## src/rtl/analog_pkg.sv

```systemverilog
// Shared definitions for the analog delay bank: lane FSM states and mode encodings.
package analog_pkg;

  typedef enum logic [1:0] {
    ST_LOW       = 2'd0,
    ST_RISE_WAIT = 2'd1,
    ST_HIGH      = 2'd2,
    ST_FALL_WAIT = 2'd3
  } lane_state_t;

  localparam logic MODE_LATCH  = 1'b0;
  localparam logic MODE_FOLLOW = 1'b1;

endpackage

```

## src/rtl/delay_lane.sv

```systemverilog
// Single delay lane: input edge detect, rise/fall delay down-counter and lane FSM.
//   state      | meaning
//   LOW        | output low, idle
//   RISE_WAIT  | rise seen, counting rise delay, output still low
//   HIGH       | output high
//   FALL_WAIT  | fall seen (FOLLOW only), counting fall delay, output still high
module delay_lane
  import analog_pkg::*;
#(
  parameter int CNT_W = 16
) (
  input  logic             clk,
  input  logic             rst_n,
  input  logic             in_sig,
  input  logic             clr,
  input  logic             mode,
  input  logic [CNT_W-1:0] rise_dly,
  input  logic [CNT_W-1:0] fall_dly,
  output logic             out_sig,
  output logic             busy
);

  lane_state_t      r_state;
  lane_state_t      w_state_nxt;
  logic [CNT_W-1:0] r_cnt;
  logic [CNT_W-1:0] w_cnt_nxt;
  logic             r_prev;
  logic             r_out;

  logic             w_rise;
  logic             w_fall;
  logic             w_follow;
  logic             w_tc;
  logic [CNT_W-1:0] w_cnt_dec;

  assign w_rise    = in_sig & ~r_prev;
  assign w_fall    = ~in_sig & r_prev;
  assign w_follow  = (mode == MODE_FOLLOW);
  assign w_tc      = (r_cnt == CNT_W'(1));
  assign w_cnt_dec = (r_cnt != '0) ? (r_cnt - CNT_W'(1)) : '0;

  // prev_in always tracks in_sig, including on clr, so a level held through clr cannot retrigger.
  always_ff @(posedge clk or negedge rst_n) begin
    if (!rst_n) begin
      r_state <= ST_LOW;
      r_cnt   <= '0;
      r_prev  <= 1'b0;
      r_out   <= 1'b0;
    end else begin
      r_state <= w_state_nxt;
      r_cnt   <= w_cnt_nxt;
      r_prev  <= in_sig;
      r_out   <= (w_state_nxt == ST_HIGH) || (w_state_nxt == ST_FALL_WAIT);
    end
  end

  always_comb begin
    w_state_nxt = r_state;
    w_cnt_nxt   = r_cnt;
    if (clr) begin
      w_state_nxt = ST_LOW;
      w_cnt_nxt   = '0;
    end else begin
      unique case (r_state)
        ST_LOW: begin
          if (w_rise) begin
            if (rise_dly == '0) begin
              w_state_nxt = ST_HIGH;
              w_cnt_nxt   = '0;
            end else begin
              w_state_nxt = ST_RISE_WAIT;
              w_cnt_nxt   = rise_dly;
            end
          end
        end
        ST_RISE_WAIT: begin
          if (w_follow && w_fall) begin
            w_state_nxt = ST_LOW;
            w_cnt_nxt   = '0;
          end else if (w_tc) begin
            w_state_nxt = ST_HIGH;
            w_cnt_nxt   = '0;
          end else begin
            w_cnt_nxt = w_cnt_dec;
          end
        end
        ST_HIGH: begin
          if (w_follow && w_fall) begin
            if (fall_dly == '0) begin
              w_state_nxt = ST_LOW;
              w_cnt_nxt   = '0;
            end else begin
              w_state_nxt = ST_FALL_WAIT;
              w_cnt_nxt   = fall_dly;
            end
          end
        end
        ST_FALL_WAIT: begin
          // Dropping to LATCH mid-fall, or a re-rise, keeps the output high.
          if (!w_follow || w_rise) begin
            w_state_nxt = ST_HIGH;
            w_cnt_nxt   = '0;
          end else if (w_tc) begin
            w_state_nxt = ST_LOW;
            w_cnt_nxt   = '0;
          end else begin
            w_cnt_nxt = w_cnt_dec;
          end
        end
        default: begin
          w_state_nxt = ST_LOW;
          w_cnt_nxt   = '0;
        end
      endcase
    end
  end

  always_comb begin
    busy = (r_state == ST_RISE_WAIT) || (r_state == ST_FALL_WAIT);
  end

  assign out_sig = r_out;

endmodule

```

## src/rtl/analog_delay_bank.sv

```systemverilog
// Bank of LANES independent inertial/latching delay lanes sharing mode and delay settings.
module analog_delay_bank
  import analog_pkg::*;
#(
  parameter int LANES = 4,
  parameter int CNT_W = 16
) (
  input  logic             clk,
  input  logic             rst_n,
  input  logic [LANES-1:0] in_sig,
  input  logic [LANES-1:0] clr,
  input  logic             mode,
  input  logic [CNT_W-1:0] rise_dly,
  input  logic [CNT_W-1:0] fall_dly,
  output logic [LANES-1:0] out_sig,
  output logic [LANES-1:0] busy
);

  for (genvar g = 0; g < LANES; g++) begin : g_lane
    delay_lane #(
      .CNT_W(CNT_W)
    ) u_lane (
      .clk     (clk),
      .rst_n   (rst_n),
      .in_sig  (in_sig[g]),
      .clr     (clr[g]),
      .mode    (mode),
      .rise_dly(rise_dly),
      .fall_dly(fall_dly),
      .out_sig (out_sig[g]),
      .busy    (busy[g])
    );
  end

endmodule

```

## config.mk

```make
export PLATFORM = sky130hd
export DESIGN_NAME = analog_delay_bank
export DESIGN_NICKNAME = d
export VERILOG_FILES = /design/src/rtl/analog_pkg.sv /design/src/rtl/delay_lane.sv /design/src/rtl/analog_delay_bank.sv
export SDC_FILE = /design/constraint.sdc
export NUM_CORES = 1
export LEC_CHECK = 0
export ABC_AREA = 0
export CORE_MARGIN = 4
export CORE_UTILIZATION = 50
export CTS_CLUSTER_DIAMETER = 100
export DETAILED_ROUTE_END_ITERATION = 6
export DONT_BUFFER_PORTS = 1
export PLACE_DENSITY = 0.75
export SLEW_MARGIN = 10
export SYNTH_ARGS = -nofsm -noshare
export SYNTH_HDL_FRONTEND = slang
export SYNTH_HIERARCHICAL = 1
export SYNTH_SLANG_ARGS = --single-unit
export TNS_END_PERCENT = 1
```

## constraint.sdc

```tcl
create_clock -name clk -period 3.3 [get_ports clk]
set_input_delay 0.33 -clock clk [delete_from_list [all_inputs] [get_ports clk]]
set_output_delay 0.33 -clock clk [all_outputs]
set_load 0.005 [all_outputs]
```

==> results of run 1 <==
## critical path: stages, from the launching register on
cell and delay [ns]:
dfrtp_1 0.45, inv_1 0.10, ha_1 0.25, or2_1 0.25, and3_1 0.20, a211oi_2 0.76, buf_4 0.33, a31oi_1 0.10
o31ai_1 0.25
## logic make-up (layout without fill, tap and decap cells)
kind of cell | after synthesis | in the layout | share of synthesized area
mux | 5 | 5 | 0.00833
flops | 80 | 80 | 0.303
buf+inv | 103 | 82 | 0.0685
compound gates | 296 | 296 | 0.308
xor+xnor | 26 | 26 | 0.0345
fa+ha+maj | 8 | 8 | 0.0151
simple gates | 293 | 293 | 0.263
## layer usage
layer,track usage,share of wire
met1,0.408,0.38
met2,0.463,0.43
met3,0.101,0.13
met4,0.177,0.060
met5,0,0
## final timing paths
check	to	slack [ns]
setup / recovery	g_lane[2].u_lane/r_cnt[5]	0.52
hold / removal	g_lane[3].u_lane/r_state[0]	0.03
setup reg to reg	g_lane[2].u_lane/r_cnt[5]	0.52
hold reg to reg	g_lane[2].u_lane/r_cnt[14]	0.53
max in group asynchronous	g_lane[0].u_lane/r_cnt[7]	2.38
min in group asynchronous	g_lane[2].u_lane/r_cnt[8]	0.48
## final cells by class
cell class                      count  area share
Multi-Input combinational cell    628       0.590
Inverter                           49      0.0261
Timing Repair Buffer               17      0.0227
Clock inverter                      2     0.00851
Tap cell                          172      0.0305
Sequential cell                    80       0.284
Clock buffer                       14      0.0388
## layout by cell type (no fill, tap or decap), types with 7 or more instances in the layout
cell type	Yosys	final
a21o_1	15	15
a21oi_1	39	39
a221oi_1	17	17
a31oi_1	36	36
a32oi_1	12	12
and3_1	11	11
buf_4	2	11
clkbuf_16	0	9
dfrtp_1	80	80
ha_1	8	8
inv_1	47	47
nand2_1	58	58
nand2b_1	11	11
nand3_1	14	14
nand4_1	10	10
nor2_1	52	52
nor3_1	22	22
nor4_1	41	41
nor4_2	8	8
o21ai_0	61	61
o21ai_1	27	27
o221ai_1	7	7
o22ai_1	9	9
o32ai_1	8	8
or3_1	8	8
xnor2_1	13	13
xor2_1	13	13
## power groups by stage
stage                     Clock, W  Combinational [W]  Sequential (W)
after floorplan                  0           0.000974         0.00119
after global placement           0            0.00109         0.00126
after detailed placement         0            0.00112         0.00127
after CTS                  0.00116            0.00116         0.00125
after global routing       0.00121            0.00131         0.00127
final                      0.00114            0.00120         0.00125
## through the flow
step / hold slack, ns / instance area [µm²] / instances
floorplan: 0.0344 / 6610 / 811
global placement: 0.0366 / 6640 / 940
detailed placement: 0.0368 / 6640 / 940
CTS: 0.0194 / 7050 / 962
global route: 0.0168 / 7060 / 962
finish: 0.0303 / 7060 / 962
## registers in the layout, summed over array words and instances, names as in the netlist
signal and flops:
g_lane.u_lane/out_sig 4, g_lane.u_lane/r_cnt 64, g_lane.u_lane/r_state 8, g_lane.u_lane/r_prev 4
## timing repair
| action | CTS | global route |
|---|---|---|
| gates resized for setup | 0 | 0 |
| endpoints found under the hold margin | 84 | 0 |
| hold buffers | 6 | 0 |
| buffers inserted | 0 | 0 |
==> flow_summary_export.csv, run 1 <==
group,metric,value,unit
power_and_ir_drop,p_seq_frac,0.350,
grt,grt.total_usage,0.315,
synthesis,yosys-top-cells-area,"dfrtp_1, o21ai_0, nor4_1",
die,ios,51,
cells_and_area,finish.utilization,0.552,
power_and_ir_drop,power.share.switching,0.364,
placement,dp_hpwl,15.0,mm
route,first_iter_violations,1141,
sta,rsz0062_at_grt,"no",
synthesis,synth_nets,862,
sta,clock_skew,0.00730,ns
synthesis,synth_cell_types,82,
synthesis,synth-seq-cells,80,
placement,gp_congestion,0.947,
die,die_y,123,µm
cts,cts_max_path_buffers,2,
worst_setup_path,required,3.56,ns
sta,fmax,360,MHz
cells_and_area,multiInputGateArea,0.00416,mm²
synthesis,yosysMostFrequentCell,"dfrtp_1",
cells_and_area,syn_to_final_growth,6.76,%
worst_setup_path,cp-end-kind,"register",
cells_and_area,diodes,0,
sta,fin_tns_setup,0,ns
grt,overflow,0,
power_and_ir_drop,p_per_area,509,mW/mm²
grt,antenna_found_initial,0,
grt,grt_pass1_vias,6692,
synthesis,ys_top_cells_by_count,"dfrtp_1, o21ai_0, nand2_1",
sta,setup_viol,0,
die,fp.dieArea,0.0151,mm²
cells_and_area,final_nets,836,
synthesis,synth-edff-count,0,
worst_setup_path,rr_startpoint,"g_lane[2].u_lane/r_cnt[0]",
cts,cts.clk_slew.worst_paths,0.06,ns
synthesis,synth_cells,811,
power_and_ir_drop,intPower,0.00228,W
power_and_ir_drop,p_total,0.00359,W
cells_and_area,layout-drive-gt1-share,0.0987,
cts,clk_latency,0.35,ns
outcome,outcome,"finished clean",
route,via_per_inst,7.36,
worst_setup_path,startpoint,"g_lane[2].u_lane/r_cnt[0]",
sta,fin_ws,0.519,ns
sta,slew_violations,0,
sta,post-route-min-period,2.78,ns
die,rows,41,
worst_setup_path,critPathLaunchType,"register",
worst_setup_path,arrival,3.04,ns
cts,cts_htree_levels,3,
sta,maxSlewHeadroom,0.327,
route,route.detailed.drc,0,
die,core-area,0.0128,mm²
grt,grt_max_degree,81,
power_and_ir_drop,power_switching,0.00131,W
die,initial_utilization,0.517,
sta,hold_violations,0,
route,wl_per_cell,24.2,µm
cts,cts-root-buf,"clkbuf_16",
route,ant_nets,0,
placement,dpl_worst_slack,0.609,ns
synthesis,synthesis.area,0.00661,mm²
route,dr_total_vias,7076,
synthesis,synth_area_per_cell,8.15,µm²
sta,fin_crit_sh,0.843,
synthesis,synthArstFlopShare,1.00,
cells_and_area,nFillCells,1159,
synthesis,ys_warn_count,6,
power_and_ir_drop,vdd_drop_max,0.361,mV
worst_setup_path,r2r_cells,8,
cells_and_area,register_area,0.00200,mm²
hold_path,hp-start,"clr[3]",
hold_path,hold_class,"in -> reg",
worst_setup_path,crit_path_max_fanout,12,
cts,clock_sinks,80,
synthesis,yosysSeqAreaShare,0.303,
cts,cts_buffers,9,
power_and_ir_drop,p_comb_frac,0.333,
synthesis,synth.top_cell.area_share,0.303,
hold_path,hold_path_depth,1,
route,finalWirelength,23.3,mm
synthesis,synth_top_area_cell,"dfrtp_1",
cts,cts_tree,"yes",
die,die_x,123,µm
placement,portBuffers,0,
grt,grt_pass1_wl,36.8,mm
power_and_ir_drop,clkPwrFrac,0.317,
route,firstDrtPassIters,6,
worst_setup_path,critPathKind,"reg -> reg",
power_and_ir_drop,p_leak,2.79,nW
synthesis,synth_flop_cell,"dfrtp_1",
sta,tightestPinTransition,0.997,ns
run,max_cap_viol_count,0,
Power figures use the tool's default switching activity.
==> run 2, diff against run 1 <==
==> constraint.sdc (replaced) <==
create_clock -name clk -period 2.6 [get_ports clk]
set_input_delay 0.26 -clock clk [delete_from_list [all_inputs] [get_ports clk]]
set_output_delay 0.26 -clock clk [all_outputs]
set_load 0.005 [all_outputs]
==> run 2 against run 1 <==
  * Setup slack got worse by 0.34 ns
  * Hold slack better by 0.046 ns
  * Fmax up 15%
  * Die area unchanged
  * Largest cell class unchanged
==> flow_summary_export.csv, run 2 (synthesis gave the netlist of run 1 again) <==
group,metric,value,unit
outcome,outcome,"finished clean",
sta,post-route-min-period,2.42,ns
worst_setup_path,crit_slowest_cell,"dfrtp_1",
placement,dpl_worst_slack,-0.263,ns
grt,grt_pass1_wl,37.4,mm
grt,antenna_found_initial,0,
grt,grt_use_met2,0.488,
route,via_per_inst,7.33,
hold_path,hold_class,"in -> reg",
sta,fmax,413,MHz
sta,maxSlewHeadroom,0.176,
die,die_y,123,µm
grt,grt_max_degree,81,
worst_setup_path,crit_buf_inv,0,
die,fp.dieArea,0.0151,mm²
cells_and_area,fin_cells,987,
cells_and_area,largest_register_ffs,64,
hold_path,hp-start,"rise_dly[1]",
cts,clock_sinks,80,
route,ant_nets,0,
route,route.detailed.drc,0,
cells_and_area,reg_top3,"g_lane.u_lane/r_cnt: 64 flops, g_lane.u_lane/r_state: 8 flops",
die,rows,41,
cts,post_cts_buffers,0,
cells_and_area,multiInputGateArea,0.00417,mm²
worst_setup_path,startpoint,"g_lane[3].u_lane/r_state[1]",
cells_and_area,final_nets,861,
power_and_ir_drop,vdd_drop_max,0.380,mV
route,first_iter_violations,1155,
cells_and_area,diodes,0,
route,dr_total_vias,7236,
placement,dp_cells,960,
sta,tightestPinTransition,1.23,ns
cells_and_area,syn_to_final_growth,9.98,%
grt,grtUsageMet3,0.0965,
route,wl_per_cell,24.0,µm
run,max_cap_viol_count,0,
worst_setup_path,slowest_delay,0.48,ns
sta,fin_ws,0.177,ns
sta,fin_tns_setup,0,ns
cells_and_area,fin_area,0.00727,mm²
grt,grt_use_met1,0.412,
die,initial_utilization,0.517,
cells_and_area,layout-drive-gt1-share,0.123,
sta,setup_viol,0,
grt,overflow,0,
placement,dp_hpwl,15.1,mm
power_and_ir_drop,p_leak,2.91,nW
die,die_x,123,µm
placement,gp_congestion,0.942,
cts,cts_htree_levels,3,
cells_and_area,final_common_cell,"dfrtp_1",
worst_setup_path,path_cells,"nor3b_1 -> o31a_1 -> o21a_1 -> o21ai_0 -> o2bb2a_1 -> o21ai_0",
sta,clock_skew,0.00577,ns
grt,grt.total_usage,0.317,
cts,clk_latency,0.36,ns
worst_setup_path,critPathLaunchType,"register",
worst_setup_path,crit_path_max_fanout,12,
worst_setup_path,required,2.87,ns
worst_setup_path,path_common_cell,"o21ai_0",
cts,cts.clk_slew.worst_paths,0.06,ns
cts,cts_max_path_buffers,2,
worst_setup_path,critPathKind,"reg -> reg",
worst_setup_path,cp-end-kind,"register",
die,core-area,0.0128,mm²
worst_setup_path,cp_top_family,"compound AO/OA/AOI/OAI gates",
cells_and_area,top_register,"g_lane.u_lane/r_cnt",
sta,slew_violations,0,
cts,cts-root-buf,"clkbuf_16",
worst_setup_path,arrival,2.69,ns
cts,cts_tree,"yes",
grt,grt_pass1_vias,6921,
route,firstDrtPassIters,6,
worst_setup_path,rr_startpoint,"g_lane[3].u_lane/r_state[1]",
route,finalWirelength,23.7,mm
power_and_ir_drop,p_per_area,649,mW/mm²
cells_and_area,nFillCells,1109,
placement,placed_cell_area,0.00679,mm²
die,ios,51,
cells_and_area,mostFrequentLayoutCells,"dfrtp_1, o21ai_0, nand2_1, nor2_1, inv_1",
placement,portBuffers,0,
sta,rsz0062_at_grt,"no",
cells_and_area,register_area,0.00200,mm²
sta,fin_crit_sh,0.932,
sta,hold_violations,0,
grt,top_usage_layer,"met2",
cts,cts_buffers,9,
[run 2: path summary, 6_finish.rpt]
check | slack [ns] | to | cells after the start
max reg2reg | 0.18 | g_lane[3].u_lane/r_cnt[6] | 6
min | 0.08 | g_lane[1].u_lane/r_cnt[1] | 2
min reg2reg | 0.53 | g_lane[2].u_lane/r_cnt[14] | 2
max | 0.18 | g_lane[3].u_lane/r_cnt[6] | 6
max in group asynchronous | 1.80 | g_lane[0].u_lane/r_cnt[6] | 2
min in group asynchronous | 0.45 | g_lane[2].u_lane/r_cnt[14] | 2
[run 2: layout make-up]
cell class                 instances  area share
multi-input combinational        629       0.574
clock buffer                       9      0.0310
sequential                        80       0.275
inverter                          49      0.0253
tap                              172      0.0296
timing repair buffer              41      0.0482
clock inverter                     7      0.0162
[run 2: per-layer routing]
metal	share of wire	wire, µm
met4	0.047	1100
met5	0	0
met2	0.44	10500
met1	0.38	9100
met3	0.12	2950
[run 2: power by group]
group          internal [W]  switching [W]
Sequential          0.00137       0.000195
Clock              0.000942       0.000571
Combinational      0.000681       0.000961
[run 2: timing repair]
action                                 CTS  global route
cloned                                   0             1
endpoints found under the hold margin   95             0
hold buffers                            10             0
setup endpoints to repair                6             1
resized for setup                        1             0
pin swaps                                0             1
[run 2: worst register-to-register path: stages (launching register included)]
cell and delay [ns]:
dfrtp_1 0.48, nor3b_1 0.38, o31a_1 0.37, o21a_1 0.47, o21ai_0 0.22, o2bb2a_1 0.33, o21ai_0 0.09
[run 2: through the flow]
| step | power (W) | hold WS [ns] | utilization |
|---|---|---|---|
| 2_1_floorplan | 0.00274 | -0.0356 | - |
| 3_3_place_gp | 0.00306 | -0.0325 | 0.531 |
| 3_5_place_dp | 0.00311 | -0.0329 | 0.531 |
| 4_1_cts | 0.00468 | 0.0758 | 0.568 |
| 5_1_grt | 0.00495 | 0.0824 | 0.569 |
| 6_report | 0.00472 | 0.0766 | 0.569 |
